===== src/rtl/write_resp_router_1_2_if.sv =====
// AW-gating and B-return signal bundle for the 2:1 write response router.
// The slave modport is the router's view; master is the surrounding fabric or bench.
interface write_resp_router_1_2_if #(
    parameter int Cnt_width = 3
);
    logic                 Selected_Slave;
    logic                 Sel_S_AXI_awvalid;
    logic                 M_AXI_awready;
    logic                 M_AXI_awvalid;
    logic                 Sel_S_AXI_awready;
    logic [1:0]           M_AXI_bresp;
    logic                 M_AXI_bvalid;
    logic                 M_AXI_bready;
    logic [1:0]           S00_AXI_bresp;
    logic                 S00_AXI_bvalid;
    logic                 S00_AXI_bready;
    logic [1:0]           S01_AXI_bresp;
    logic                 S01_AXI_bvalid;
    logic                 S01_AXI_bready;
    logic [Cnt_width-1:0] Outstanding_cnt;
    logic                 Resp_unexpected;

    modport slave (
        input  Selected_Slave, Sel_S_AXI_awvalid, M_AXI_awready,
        input  M_AXI_bresp, M_AXI_bvalid, S00_AXI_bready, S01_AXI_bready,
        output M_AXI_awvalid, Sel_S_AXI_awready, M_AXI_bready,
        output S00_AXI_bresp, S00_AXI_bvalid, S01_AXI_bresp, S01_AXI_bvalid,
        output Outstanding_cnt, Resp_unexpected
    );

    modport master (
        output Selected_Slave, Sel_S_AXI_awvalid, M_AXI_awready,
        output M_AXI_bresp, M_AXI_bvalid, S00_AXI_bready, S01_AXI_bready,
        input  M_AXI_awvalid, Sel_S_AXI_awready, M_AXI_bready,
        input  S00_AXI_bresp, S00_AXI_bvalid, S01_AXI_bresp, S01_AXI_bvalid,
        input  Outstanding_cnt, Resp_unexpected
    );
endinterface


===== src/rtl/write_resp_router_1_2.sv =====
// Write return path of the 2:1 interconnect: in-order owner FIFO filled on AW
// handshakes, B channel steered to the owner at the FIFO head, AW throttled when full.
module write_resp_router_1_2 #(
    parameter int Outstanding_Depth = 4,
    parameter int Cnt_width         = $clog2(Outstanding_Depth) + 1
) (
    input  logic                          ACLK,
    input  logic                          ARESET,
    write_resp_router_1_2_if.slave        bus
);
    localparam int PTR_W = $clog2(Outstanding_Depth);

    logic [Outstanding_Depth-1:0] owner;
    logic [PTR_W-1:0]             wr_ptr, rd_ptr;
    logic [Cnt_width-1:0]         cnt;
    logic                         unexp;
    logic                         full, empty, head, push, pop;

    assign full  = (cnt == Cnt_width'(Outstanding_Depth));
    assign empty = (cnt == '0);
    assign head  = owner[rd_ptr];

    // Gating uses the registered count only, so a same-cycle pop never frees a slot
    // and there is no path from the masters' bready into the AW channel.
    assign bus.M_AXI_awvalid     = bus.Sel_S_AXI_awvalid & ~full;
    assign bus.Sel_S_AXI_awready = bus.M_AXI_awready & ~full;

    assign push = bus.M_AXI_awvalid & bus.M_AXI_awready;
    assign pop  = bus.M_AXI_bvalid & bus.M_AXI_bready;

    always_comb begin
        bus.M_AXI_bready   = 1'b0;
        bus.S00_AXI_bvalid = 1'b0;
        bus.S00_AXI_bresp  = 2'b00;
        bus.S01_AXI_bvalid = 1'b0;
        bus.S01_AXI_bresp  = 2'b00;
        if (!empty) begin
            if (!head) begin
                bus.S00_AXI_bvalid = bus.M_AXI_bvalid;
                bus.S00_AXI_bresp  = bus.M_AXI_bresp;
                bus.M_AXI_bready   = bus.S00_AXI_bready;
            end else begin
                bus.S01_AXI_bvalid = bus.M_AXI_bvalid;
                bus.S01_AXI_bresp  = bus.M_AXI_bresp;
                bus.M_AXI_bready   = bus.S01_AXI_bready;
            end
        end
    end

    always_ff @(posedge ACLK or posedge ARESET) begin
        if (ARESET) begin
            owner  <= '0;
            wr_ptr <= '0;
            rd_ptr <= '0;
            cnt    <= '0;
            unexp  <= 1'b0;
        end else begin
            if (push) begin
                owner[wr_ptr] <= bus.Selected_Slave;
                wr_ptr        <= wr_ptr + PTR_W'(1);
            end
            if (pop)
                rd_ptr <= rd_ptr + PTR_W'(1);
            case ({push, pop})
                2'b10:   cnt <= cnt + Cnt_width'(1);
                2'b01:   cnt <= cnt - Cnt_width'(1);
                default: cnt <= cnt;
            endcase
            // A response with nothing outstanding is never consumed; flag it until reset.
            if (bus.M_AXI_bvalid && empty)
                unexp <= 1'b1;
        end
    end

    assign bus.Outstanding_cnt = cnt;
    assign bus.Resp_unexpected = unexp;
endmodule


===== src/flat_wrapper.sv =====
// flat-port wrapper written by rule: the top's interface ports become plain ports
module write_resp_router_1_2_flat 
#(
    parameter int Outstanding_Depth = 4,
    parameter int Cnt_width         = $clog2(Outstanding_Depth) + 1
)
  (ACLK, ARESET, bus_Selected_Slave, bus_Sel_S_AXI_awvalid, bus_M_AXI_awready, bus_M_AXI_bresp, bus_M_AXI_bvalid, bus_S00_AXI_bready, bus_S01_AXI_bready, bus_M_AXI_awvalid, bus_Sel_S_AXI_awready, bus_M_AXI_bready, bus_S00_AXI_bresp, bus_S00_AXI_bvalid, bus_S01_AXI_bresp, bus_S01_AXI_bvalid, bus_Outstanding_cnt, bus_Resp_unexpected);
  write_resp_router_1_2_if #(.Cnt_width(Cnt_width)) bus_i ();
  input  logic ACLK;
  input  logic ARESET;
  input wire logic [$bits(bus_i.Selected_Slave)-1:0] bus_Selected_Slave;
  input wire logic [$bits(bus_i.Sel_S_AXI_awvalid)-1:0] bus_Sel_S_AXI_awvalid;
  input wire logic [$bits(bus_i.M_AXI_awready)-1:0] bus_M_AXI_awready;
  input wire logic [$bits(bus_i.M_AXI_bresp)-1:0] bus_M_AXI_bresp;
  input wire logic [$bits(bus_i.M_AXI_bvalid)-1:0] bus_M_AXI_bvalid;
  input wire logic [$bits(bus_i.S00_AXI_bready)-1:0] bus_S00_AXI_bready;
  input wire logic [$bits(bus_i.S01_AXI_bready)-1:0] bus_S01_AXI_bready;
  output wire logic [$bits(bus_i.M_AXI_awvalid)-1:0] bus_M_AXI_awvalid;
  output wire logic [$bits(bus_i.Sel_S_AXI_awready)-1:0] bus_Sel_S_AXI_awready;
  output wire logic [$bits(bus_i.M_AXI_bready)-1:0] bus_M_AXI_bready;
  output wire logic [$bits(bus_i.S00_AXI_bresp)-1:0] bus_S00_AXI_bresp;
  output wire logic [$bits(bus_i.S00_AXI_bvalid)-1:0] bus_S00_AXI_bvalid;
  output wire logic [$bits(bus_i.S01_AXI_bresp)-1:0] bus_S01_AXI_bresp;
  output wire logic [$bits(bus_i.S01_AXI_bvalid)-1:0] bus_S01_AXI_bvalid;
  output wire logic [$bits(bus_i.Outstanding_cnt)-1:0] bus_Outstanding_cnt;
  output wire logic [$bits(bus_i.Resp_unexpected)-1:0] bus_Resp_unexpected;
  assign bus_i.Selected_Slave = bus_Selected_Slave;
  assign bus_i.Sel_S_AXI_awvalid = bus_Sel_S_AXI_awvalid;
  assign bus_i.M_AXI_awready = bus_M_AXI_awready;
  assign bus_i.M_AXI_bresp = bus_M_AXI_bresp;
  assign bus_i.M_AXI_bvalid = bus_M_AXI_bvalid;
  assign bus_i.S00_AXI_bready = bus_S00_AXI_bready;
  assign bus_i.S01_AXI_bready = bus_S01_AXI_bready;
  assign bus_M_AXI_awvalid = bus_i.M_AXI_awvalid;
  assign bus_Sel_S_AXI_awready = bus_i.Sel_S_AXI_awready;
  assign bus_M_AXI_bready = bus_i.M_AXI_bready;
  assign bus_S00_AXI_bresp = bus_i.S00_AXI_bresp;
  assign bus_S00_AXI_bvalid = bus_i.S00_AXI_bvalid;
  assign bus_S01_AXI_bresp = bus_i.S01_AXI_bresp;
  assign bus_S01_AXI_bvalid = bus_i.S01_AXI_bvalid;
  assign bus_Outstanding_cnt = bus_i.Outstanding_cnt;
  assign bus_Resp_unexpected = bus_i.Resp_unexpected;
  write_resp_router_1_2 #(.Outstanding_Depth(Outstanding_Depth), .Cnt_width(Cnt_width)) u_core (.ACLK(ACLK), .ARESET(ARESET), .bus(bus_i));
endmodule

===== config.mk =====
export PLATFORM = sky130hd
export DESIGN_NAME = write_resp_router_1_2_flat
export DESIGN_NICKNAME = d
export VERILOG_FILES = /design/src/rtl/write_resp_router_1_2_if.sv /design/src/rtl/write_resp_router_1_2.sv /design/src/flat_wrapper.sv
export SDC_FILE = /design/constraint.sdc
export NUM_CORES = 1
export LEC_CHECK = 0
export ABC_AREA = 1
export CORE_ASPECT_RATIO = 1.5
export CORE_MARGIN = 3
export CORE_UTILIZATION = 35
export DETAILED_ROUTE_END_ITERATION = 6
export GPL_TIMING_DRIVEN = 0
export SYNTH_ARGS = -nofsm -noshare
export SYNTH_HDL_FRONTEND = slang
export SYNTH_SLANG_ARGS = --single-unit

===== constraint.sdc =====
create_clock -name ACLK -period 2.8 [get_ports ACLK]
set_input_delay 0.56 -clock ACLK [delete_from_list [all_inputs] [get_ports ACLK]]
set_output_delay 0.56 -clock ACLK [all_outputs]
set_load 0.01 [all_outputs]

**Word level (Yosys, flattened, before mapping)**

Index checks and enable logic that the tools add are counted.

- Flip-flop bits (word level): 12
- Bits of input ports: 10
- Output and inout bits: 13
- Word-level logic and storage cells: 40

- Add/sub/neg operators: 4
- Order comparisons: 3
- Equality and inequality tests: 3
- Muxes and demuxes: 16
- Bitwise logic cells: 5
- Reductions and logical operators: 4

Operators with widths:

| cell | number |
|---|---|
| 1-bit two-way mux | 8 |
| 2-bit two-way mux | 4 |
| 2-bit by 3-bit less-than comparator with 1-bit output (second input constant) | 2 |
| 3-bit one-hot mux with 2 select lines | 1 |
| 2-bit by 1-bit adder with 2-bit output (second input constant) | 2 |
| 1-bit AND | 4 |
| 4-bit bitwise mux | 1 |
| 3-bit by 1-bit adder with 3-bit output (second input constant) | 1 |
| 3-bit equality test (second input constant) | 1 |
| 3-bit logical NOT | 1 |
| 3-bit by 1-bit subtractor with 3-bit output (second input constant) | 1 |
| 1-bit binary-select mux with 2-bit select | 1 |
| 1-bit demux with 2-bit select | 1 |
| 2-bit by 1-bit equality test with 1-bit output (second input constant) | 1 |
| 2-bit equality test (second input constant) | 1 |
| 2-bit by 1-bit greater-or-equal comparator with 1-bit output (second input constant) | 1 |
| 1-bit logical AND | 2 |
| 2-bit nonzero test | 1 |
| 1-bit inverter | 1 |

**Longest topological paths before layout**

Gate-level depths: netlist of the first run.

- Word-level depth: 7
- Mapped depth: 12
- Mapped depth without buffers: 12

**Worst setup path after synthesis of the first run**

No wires, ideal clock.

- Path kind: register to register
- Start point: register u_core.cnt[2], in the netlist u_core.bus.Outstanding_cnt[2]
- End point: register u_core.cnt[2], in the netlist u_core.bus.Outstanding_cnt[2]
- Library setup time: 133 ps
- Data arrival time: 1947 ps
- Data required time: 2667 ps
- Slack: 720 ps
- Cell stages (with the launch flop): 10
- Path buffers: 0
- Period minus slack after synthesis: 2080 ps
- Cell sequence: dfrtp_1 nor3_4 nor2_2 nand3_2 inv_1 ha_1 fa_1 a21oi_1 o21ai_0 xnor2_1

- Elaborated cells on any way between the ends: 13
- Those cells by class: add/sub (2); eq/ne (3); mux (2); bitwise (4); reduce/logical (2)

RTL lines:

| what | line | text |
|---|---|---|
| start, declared | write_resp_router_1_2.sv:15 | `logic [Cnt_width-1:0] cnt;` |
| start signal, assigned | write_resp_router_1_2.sv:65 | `2'b10: cnt <= cnt + Cnt_width'(1);` |
| start signal, assigned | write_resp_router_1_2.sv:66 | `2'b01: cnt <= cnt - Cnt_width'(1);` |
| start signal, assigned | write_resp_router_1_2.sv:67 | `default: cnt <= cnt;` |
| 3-bit logical NOT (*) | write_resp_router_1_2.sv:20 | `assign empty = (cnt == '0);` |
| 1-bit two-way mux (*) | write_resp_router_1_2.sv:37 | `if (!empty) begin` |
| 1-bit AND (*) | write_resp_router_1_2.sv:29 | `assign pop = bus.M_AXI_bvalid & bus.M_AXI_bready;` |
| named net u_core.pop | write_resp_router_1_2.sv:17 | `logic full, empty, head, push, pop;` |
| 2-bit by 1-bit equality test with 1-bit output / 2-bit equality test (equally long branches) | write_resp_router_1_2.sv:64 | `case ({push, pop})` |
| 3-bit one-hot mux with 2 select lines / 2-bit nonzero test (equally long branches) | n/a |  |

Mark *: on every way through the listed nets, which the timed path passes. The rest lies on a longest branch.
A chain may end at the register's enable or synchronous reset.

**Final worst setup path of the first run**

- Start point: input bus_M_AXI_bvalid
- End point: output bus_S01_AXI_bvalid

- Cells in the longest elaborated chain, start to end: 2

RTL lines:

| what | line | text |
|---|---|---|
| start, declared | flat_wrapper.sv:15 | `input wire logic [$bits(bus_i.M_AXI_bvalid)-1:0] bus_M_AXI_bvalid;` |
| 1-bit two-way mux | write_resp_router_1_2.sv:38 | `if (!head) begin` |
| 1-bit two-way mux | write_resp_router_1_2.sv:37 |  |
| end, declared | flat_wrapper.sv:24 | `output wire logic [$bits(bus_i.S01_AXI_bvalid)-1:0] bus_S01_AXI_bvalid;` |

Every way passes these cells.

==> results of run 1 <==
## kinds of logic (layout without fill, tap and decap cells)
logic type,count (synthesis),count (layout)
simple gates,39,39
mux,1,1
buf+inv,18,43
flops,12,12
fa+ha+maj,6,6
xor+xnor,4,4
compound gates,10,10
## metal layers
layer | wire length (um) | vias to the layer above
met5 | 0 | -
met4 | 41 | 0
met3 | 98 | 5
met2 | 747 | 22
met1 | 660 | 284
li1 | - | 341
## path summary, 6_finish.rpt
kind                                          startpoint                             to  depth (start not counted)
max in group asynchronous                         ARESET               u_core.wr_ptr[1]                          2
setup reg to reg           u_core.bus.Outstanding_cnt[2]  u_core.bus.Outstanding_cnt[2]                          9
setup / recovery                        bus_M_AXI_bvalid             bus_S01_AXI_bvalid                          6
min in group asynchronous                         ARESET     u_core.bus.Resp_unexpected                          2
hold / removal                u_core.bus.Resp_unexpected     u_core.bus.Resp_unexpected                          1
hold reg to reg               u_core.bus.Resp_unexpected     u_core.bus.Resp_unexpected                          1
## worst reg2reg max path, stage by stage (launching register included)
cell and delay (ps):
dfrtp_1 480, nor3_4 350, nor2_2 110, nand3_2 120, inv_1 50, ha_1 220, fa_1 380, a21oi_1 140
o21ai_0 110, xnor2_1 130
## report_power, final
group,internal (uW),total [uW],switching [uW]
Clock,49.8,105,55.6
Sequential,260,362,102
Combinational,345,686,340
## state kept, by name, summed over array words and instances, names as in the netlist
register and flops:
u_core.wr_ptr 2, u_core.bus.Resp_unexpected 1, u_core.bus.Outstanding_cnt 3, u_core.rd_ptr 2, u_core.owner 4
## final cells by class
cell class                 instances  area (sq um)
clock buffer                       3          22.5
fill                             203          1020
inverter                          18          67.6
multi-input combinational         60           420
sequential                        12           300
tap                               22          27.5
timing repair buffer              22           220
## layout by cell type, fill, tap and decap left out, drive strengths merged
cell type / instances
xor2: 2
a21boi: 2
nand4: 4
nor2: 6
fa: 1
nand3: 7
clkdlybuf4s50: 22
a21oi: 2
inv: 18
ha: 5
a21o: 1
clkbuf: 3
xnor2: 2
o21ai: 5
mux2: 1
dfrtp: 12
nor3: 5
nand2: 17
## metrics by stage
stage | instance area [sq um] | utilization | total power, uW | hold WS (ps)
4_1_cts | 1060 | 0.510 | 1170 | 461
3_5_place_dp | 1040 | 0.499 | 1060 | 444
5_1_grt | 1060 | 0.510 | 1270 | 498
2_1_floorplan | 788 | - | 791 | 425
6_report | 1060 | 0.510 | 1150 | 456
3_3_place_gp | 1040 | 0.499 | 1050 | 443
==> metrics.md, run 1 <==
| Metric | Value |
|---|---|
| Outcome | completed |
| Crit path max fanout | 4 |
| Max Transition Viols Final | 0 |
| Tightest Pin Transition | 453 ps |
| Antenna Violating Nets Remaining | 0 |
| Die Height | 64.1 um |
| Area growth from synthesis to layout | 34.3% |
| Syn Nets | 106 |
| Vias in the first global route | 640 |
| Largest net degree at the start of global routing | 13 |
| Die area | 2870 sq um |
| Placed cell count | 134 |
| Synth Register Bits | 12 |
| # IOs | 23 |
| Crit Path Class | primary input to output port |
| CP bufs+invs | 4 |
| Sequential fraction of the synthesis area | 0.381 |
| Die W | 44.8 um |
| Most common cell in the netlist | inv_1 |
| Residual DRC | 0 |
| Final worst slack | 257 ps |
| Final GP Congestion | 0.711 |
| R2R setup slack | 590 ps |
| Hold_buf cts | 0 |
| CTS tree | done |
| H-tree depth | 1 |
| Clock Sinks | 12 |
| Crit-path cells | clkdlybuf4s50_1, inv_1, nor2_2, inv_1, nor2_1, clkdlybuf4s50_1 |
| Drt pass-1 iters | 3 |
| Top cell type's share of synthesized area | 0.381 |
| F_max | 0.393 GHz |
| CTS buffer count | 3 |
| Number of enable flip-flop cells after synthesis | 0 |
| Post-synth top cells | inv_1 (17), nand2_1 (13), dfrtp_1 (12), ha_1 (5) |
| Routed WL per cell | 11.3 um |
| Antenna violations before repair | 0 |
| GRT overflow | 0 |
| M2 GR Usage | 0.209 |
| Data arrival, critical path | 1980 ps |
| Clock Skew | 0.888 ps |
| Tcrit/Tclk final | 0.908 |
| Synth warn | 0 |
| Clock tree buffer depth | 2 |
| Mapped cell area | 788 sq um |
| Site row count | 20 |
| CP top delay family | buffers and inverters |
| Adder-Cell Fraction of Synth Area | 0.105 |
| Complex-gate fraction of the synthesized area | 0.0873 |
| Hold Path Class | flip-flop to flip-flop |
| Slew HR | 0.698 |
| WL final | 1550 um |
| Detailed Place HPWL | 1250 um |
| Final setup viols | 0 |
| Vias per cell | 4.76 |
| Synth Area in XOR/XNOR | 0.0444 |
| First-pass GRT wire length | 2730 um |
| Core area | 2080 sq um |
| Pre-CTS setup slack | 242 ps |
| Distinct cells, synth | 24 |
| Synth area leader | dfrtp_1 |
| LEAKAGE | 0.000520 uW |
| Met3 Track Usage GR | 0.0169 |
| Syn avg cell area | 8.76 sq um |
| CP endpoint kind | output port |
| Clock Latency Late Sink | 270 ps |
| CTS root buffer | clkbuf_4 |
| Largest family of logic cells by synthesized area | simple AND/OR/NAND/NOR gates |
| Synth area leaders | dfrtp_1 (38%), inv_1 (8.1%), ha_1 (7.9%) |
| Total GRT Usage | 0.126 |
| Peak supply drop | 0.504 mV |
| Final cell count without fillers | 137 |
| Ant diodes | 0 |
| Final Hold Vio Count | 0 |
| Port Buf Inserts | 22 |
| Critical Path Max Stage Delay | 530 ps |
| CP Launch Type | primary input |
| DR vias | 652 |
| Mapped Cells | 90 |
| CTS clock-pin slew for the worst setup and hold paths | 70 ps |
| Multiplexer share of the synthesized area | 0.0143 |
| Async S/R FF share, synth | 1.00 |
| Layer with the highest usage | met2 |
| Ys flop type | dfrtp_1 |
| Share of post-route cells with drive strength above 1 | 0.139 |
| WP data required | 2240 ps |
| Starting DRT DRC Count | 8 |
| Post-Synth Simple-Gate Area | 0.283 |
| Resized cells post-CTS | 0 |
| GRT met1 Usage | 0.151 |
| CP max stage cell | clkdlybuf4s50_1 |
| RSZ-0062 raised after global routing | no |
| Initial core utilization | 0.380 |
| Post-CTS setup buffer count | 0 |
| Final net count | 133 |
| Min Tclk post-route | 2540 ps |
| Max cap viols | 0 |
| Setup tns final | 0 ps |
| Power Dens Cells | 1090 nW/um^2 |
No activity file was read; power rests on OpenSTA's default activity.
==> run 2: changes to the inputs <==
CORE_MARGIN = default   (was 3)
==> run 2 against run 1 <==
Net effect:
- clock power increased by 31%
- routed wire length down 2.3%
- sequential share of layout area shrank 0.36 points
- worst setup slack better by 0.51 ps
- count of clock-buffer cells in the layout is 1 higher
- fmax barely moved
- final area rose by 1.3%
- die area fell by 15%
- combinational power up 1%
- largest power group unchanged
==> metrics.md, run 2 (synthesized netlist as in run 1, its figures left out) <==
| Metric | Value |
|---|---|
| Clock Skew | 8.56 ps |
| H-tree depth | 1 |
| Min Tclk post-route | 2540 ps |
| CP Capture Point | bus_M_AXI_awvalid |
| CP max stage cell | clkdlybuf4s50_1 |
| Final Power | 1190 uW |
| # IOs | 23 |
| CTS tree | done |
| Site row count | 20 |
| DR vias | 685 |
| Reg2reg path depth | 9 |
| GRT met1 Usage | 0.152 |
| Antenna Violating Nets Remaining | 0 |
| CTS buffer count | 3 |
| Die Height | 60.1 um |
| Placed cell count | 134 |
| Crit-path cells | clkdlybuf4s50_1, a21boi_0, clkdlybuf4s50_1 |
| Clock Latency Late Sink | 270 ps |
| Crit Path Class | primary input to output port |
| Hold_buf cts | 0 |
| Port Buf Inserts | 22 |
| Power Dens Cells | 1110 nW/um^2 |
| GRT overflow | 0 |
| Share of post-route cells with drive strength above 1 | 0.147 |
| Most frequent cells in the layout | clkdlybuf4s50_1 (22), inv_1 (17), nand2_1 (13) |
| Final Hold Vio Count | 0 |
| Ant diodes | 0 |
| CP Launch Type | primary input |
| Tcrit/Tclk final | 0.908 |
| Crit-path most repeated cell | clkdlybuf4s50_1 |
| First-pass GRT wire length | 2520 um |
| Die area | 2450 sq um |
| Final GP Congestion | 0.631 |
| Clock tree buffer depth | 2 |
| Area growth from synthesis to layout | 36.0% |
| Drt pass-1 iters | 3 |
| Max Transition Viols Final | 0 |
| Die W | 40.8 um |
| Final net count | 133 |
| Vias in the first global route | 644 |
| Data arrival, critical path | 1980 ps |
| Largest register FFs | 4 |
| F_max | 0.393 GHz |
| Max cap viols | 0 |
| Residual DRC | 0 |
| WL final | 1510 um |
| Crit path max fanout | 6 |
| Tightest Pin Transition | 472 ps |
| Detailed Place HPWL | 1200 um |
| Antenna violations before repair | 0 |
| Initial core utilization | 0.380 |
| CTS root buffer | clkbuf_4 |
| CP endpoint kind | output port |
| Outcome | completed |
| Clock Sinks | 12 |
| M2 GR Usage | 0.274 |
| RR Endpoint | u_core.bus.Outstanding_cnt[2] |
| R2R setup slack | 580 ps |
| Setup tns final | 0 ps |
| Layer with the highest usage | met2 |
| # fillers | 199 |
| RSZ-0062 raised after global routing | no |
| Most common cell after layout, fill and taps aside | clkdlybuf4s50_1 |
| Routed WL per cell | 11.0 um |
| Post-CTS setup buffer count | 0 |
| LEAKAGE | 0.000528 uW |
| Met3 Track Usage GR | 0.0112 |
| Largest net degree at the start of global routing | 13 |
| WP data required | 2240 ps |
| Final worst slack | 258 ps |
| Starting DRT DRC Count | 12 |
| Hold Path Class | flip-flop to flip-flop |
| Top reg by flops | u_core.owner |
| Slew HR | 0.685 |
| Pre-CTS setup slack | 242 ps |
| Final Util | 0.516 |
| Peak supply drop | 0.499 mV |
| CP Launch Point | bus_Sel_S_AXI_awvalid |
| Critical Path Max Stage Delay | 620 ps |
| Worst r2r src | u_core.bus.Outstanding_cnt[2] |
| Resized cells post-CTS | 0 |
| Final cell count without fillers | 138 |
| Final setup viols | 0 |
| CTS clock-pin slew for the worst setup and hold paths | 70 ps |
| Core area | 2080 sq um |
| Total GRT Usage | 0.148 |
| Vias per cell | 4.96 |
[run 2: changes by cell type in the layout (fill, tap and decap cells not counted)]
cell	change
clkbuf_8	+1
[run 2: area by class of cell]
type	count	area [sq um]	area share
Inverter	18	67.6	0.0630
Timing Repair Buffer	22	220	0.205
Multi-Input combinational cell	60	420	0.392
Sequential cell	12	300	0.280
Clock buffer	4	36.3	0.0338
Tap cell	22	27.5	0.0257
[run 2: per-layer routing]
layer / vias to the layer above / part of all wire
li1: 340 / -
met1: 316 / 0.40
met2: 24 / 0.53
met3: 5 / 0.054
met4: 0 / 0.019
met5: - / 0
[run 2: how the worst min path moves through the flow]
stage                               startpoint  slack [ps]                             to  cells after the start
detailed placement  u_core.bus.Resp_unexpected         450     u_core.bus.Resp_unexpected                      1
floorplan                               ARESET         420  u_core.bus.Outstanding_cnt[0]                      1
global route        u_core.bus.Resp_unexpected         500     u_core.bus.Resp_unexpected                      1
finish              u_core.bus.Resp_unexpected         460     u_core.bus.Resp_unexpected                      1
global placement    u_core.bus.Resp_unexpected         440     u_core.bus.Resp_unexpected                      1
CTS                 u_core.bus.Resp_unexpected         460     u_core.bus.Resp_unexpected                      1
[run 2: stage by stage]
step | hold WS [ps] | cell area (sq um)
after detailed placement | 447 | 1040
final | 459 | 1070
after floorplan | 425 | 788
after CTS | 463 | 1070
after global routing | 500 | 1070
after global placement | 443 | 1040
[run 2: report_power, final]
part / total [uW] / internal, uW / switching, uW / leakage [uW]
sequential: 363 / 260 / 103 / 0.000142
combinational: 695 / 348 / 346 / 0.000364
clock: 138 / 79.0 / 58.7 / 0.0000210
[run 2: critical path, delay by kind of cell]
family / cells / cell delay [ps]
buffers and inverters: 2 / 1190
AOI/OAI and AO/OA: 1 / 230
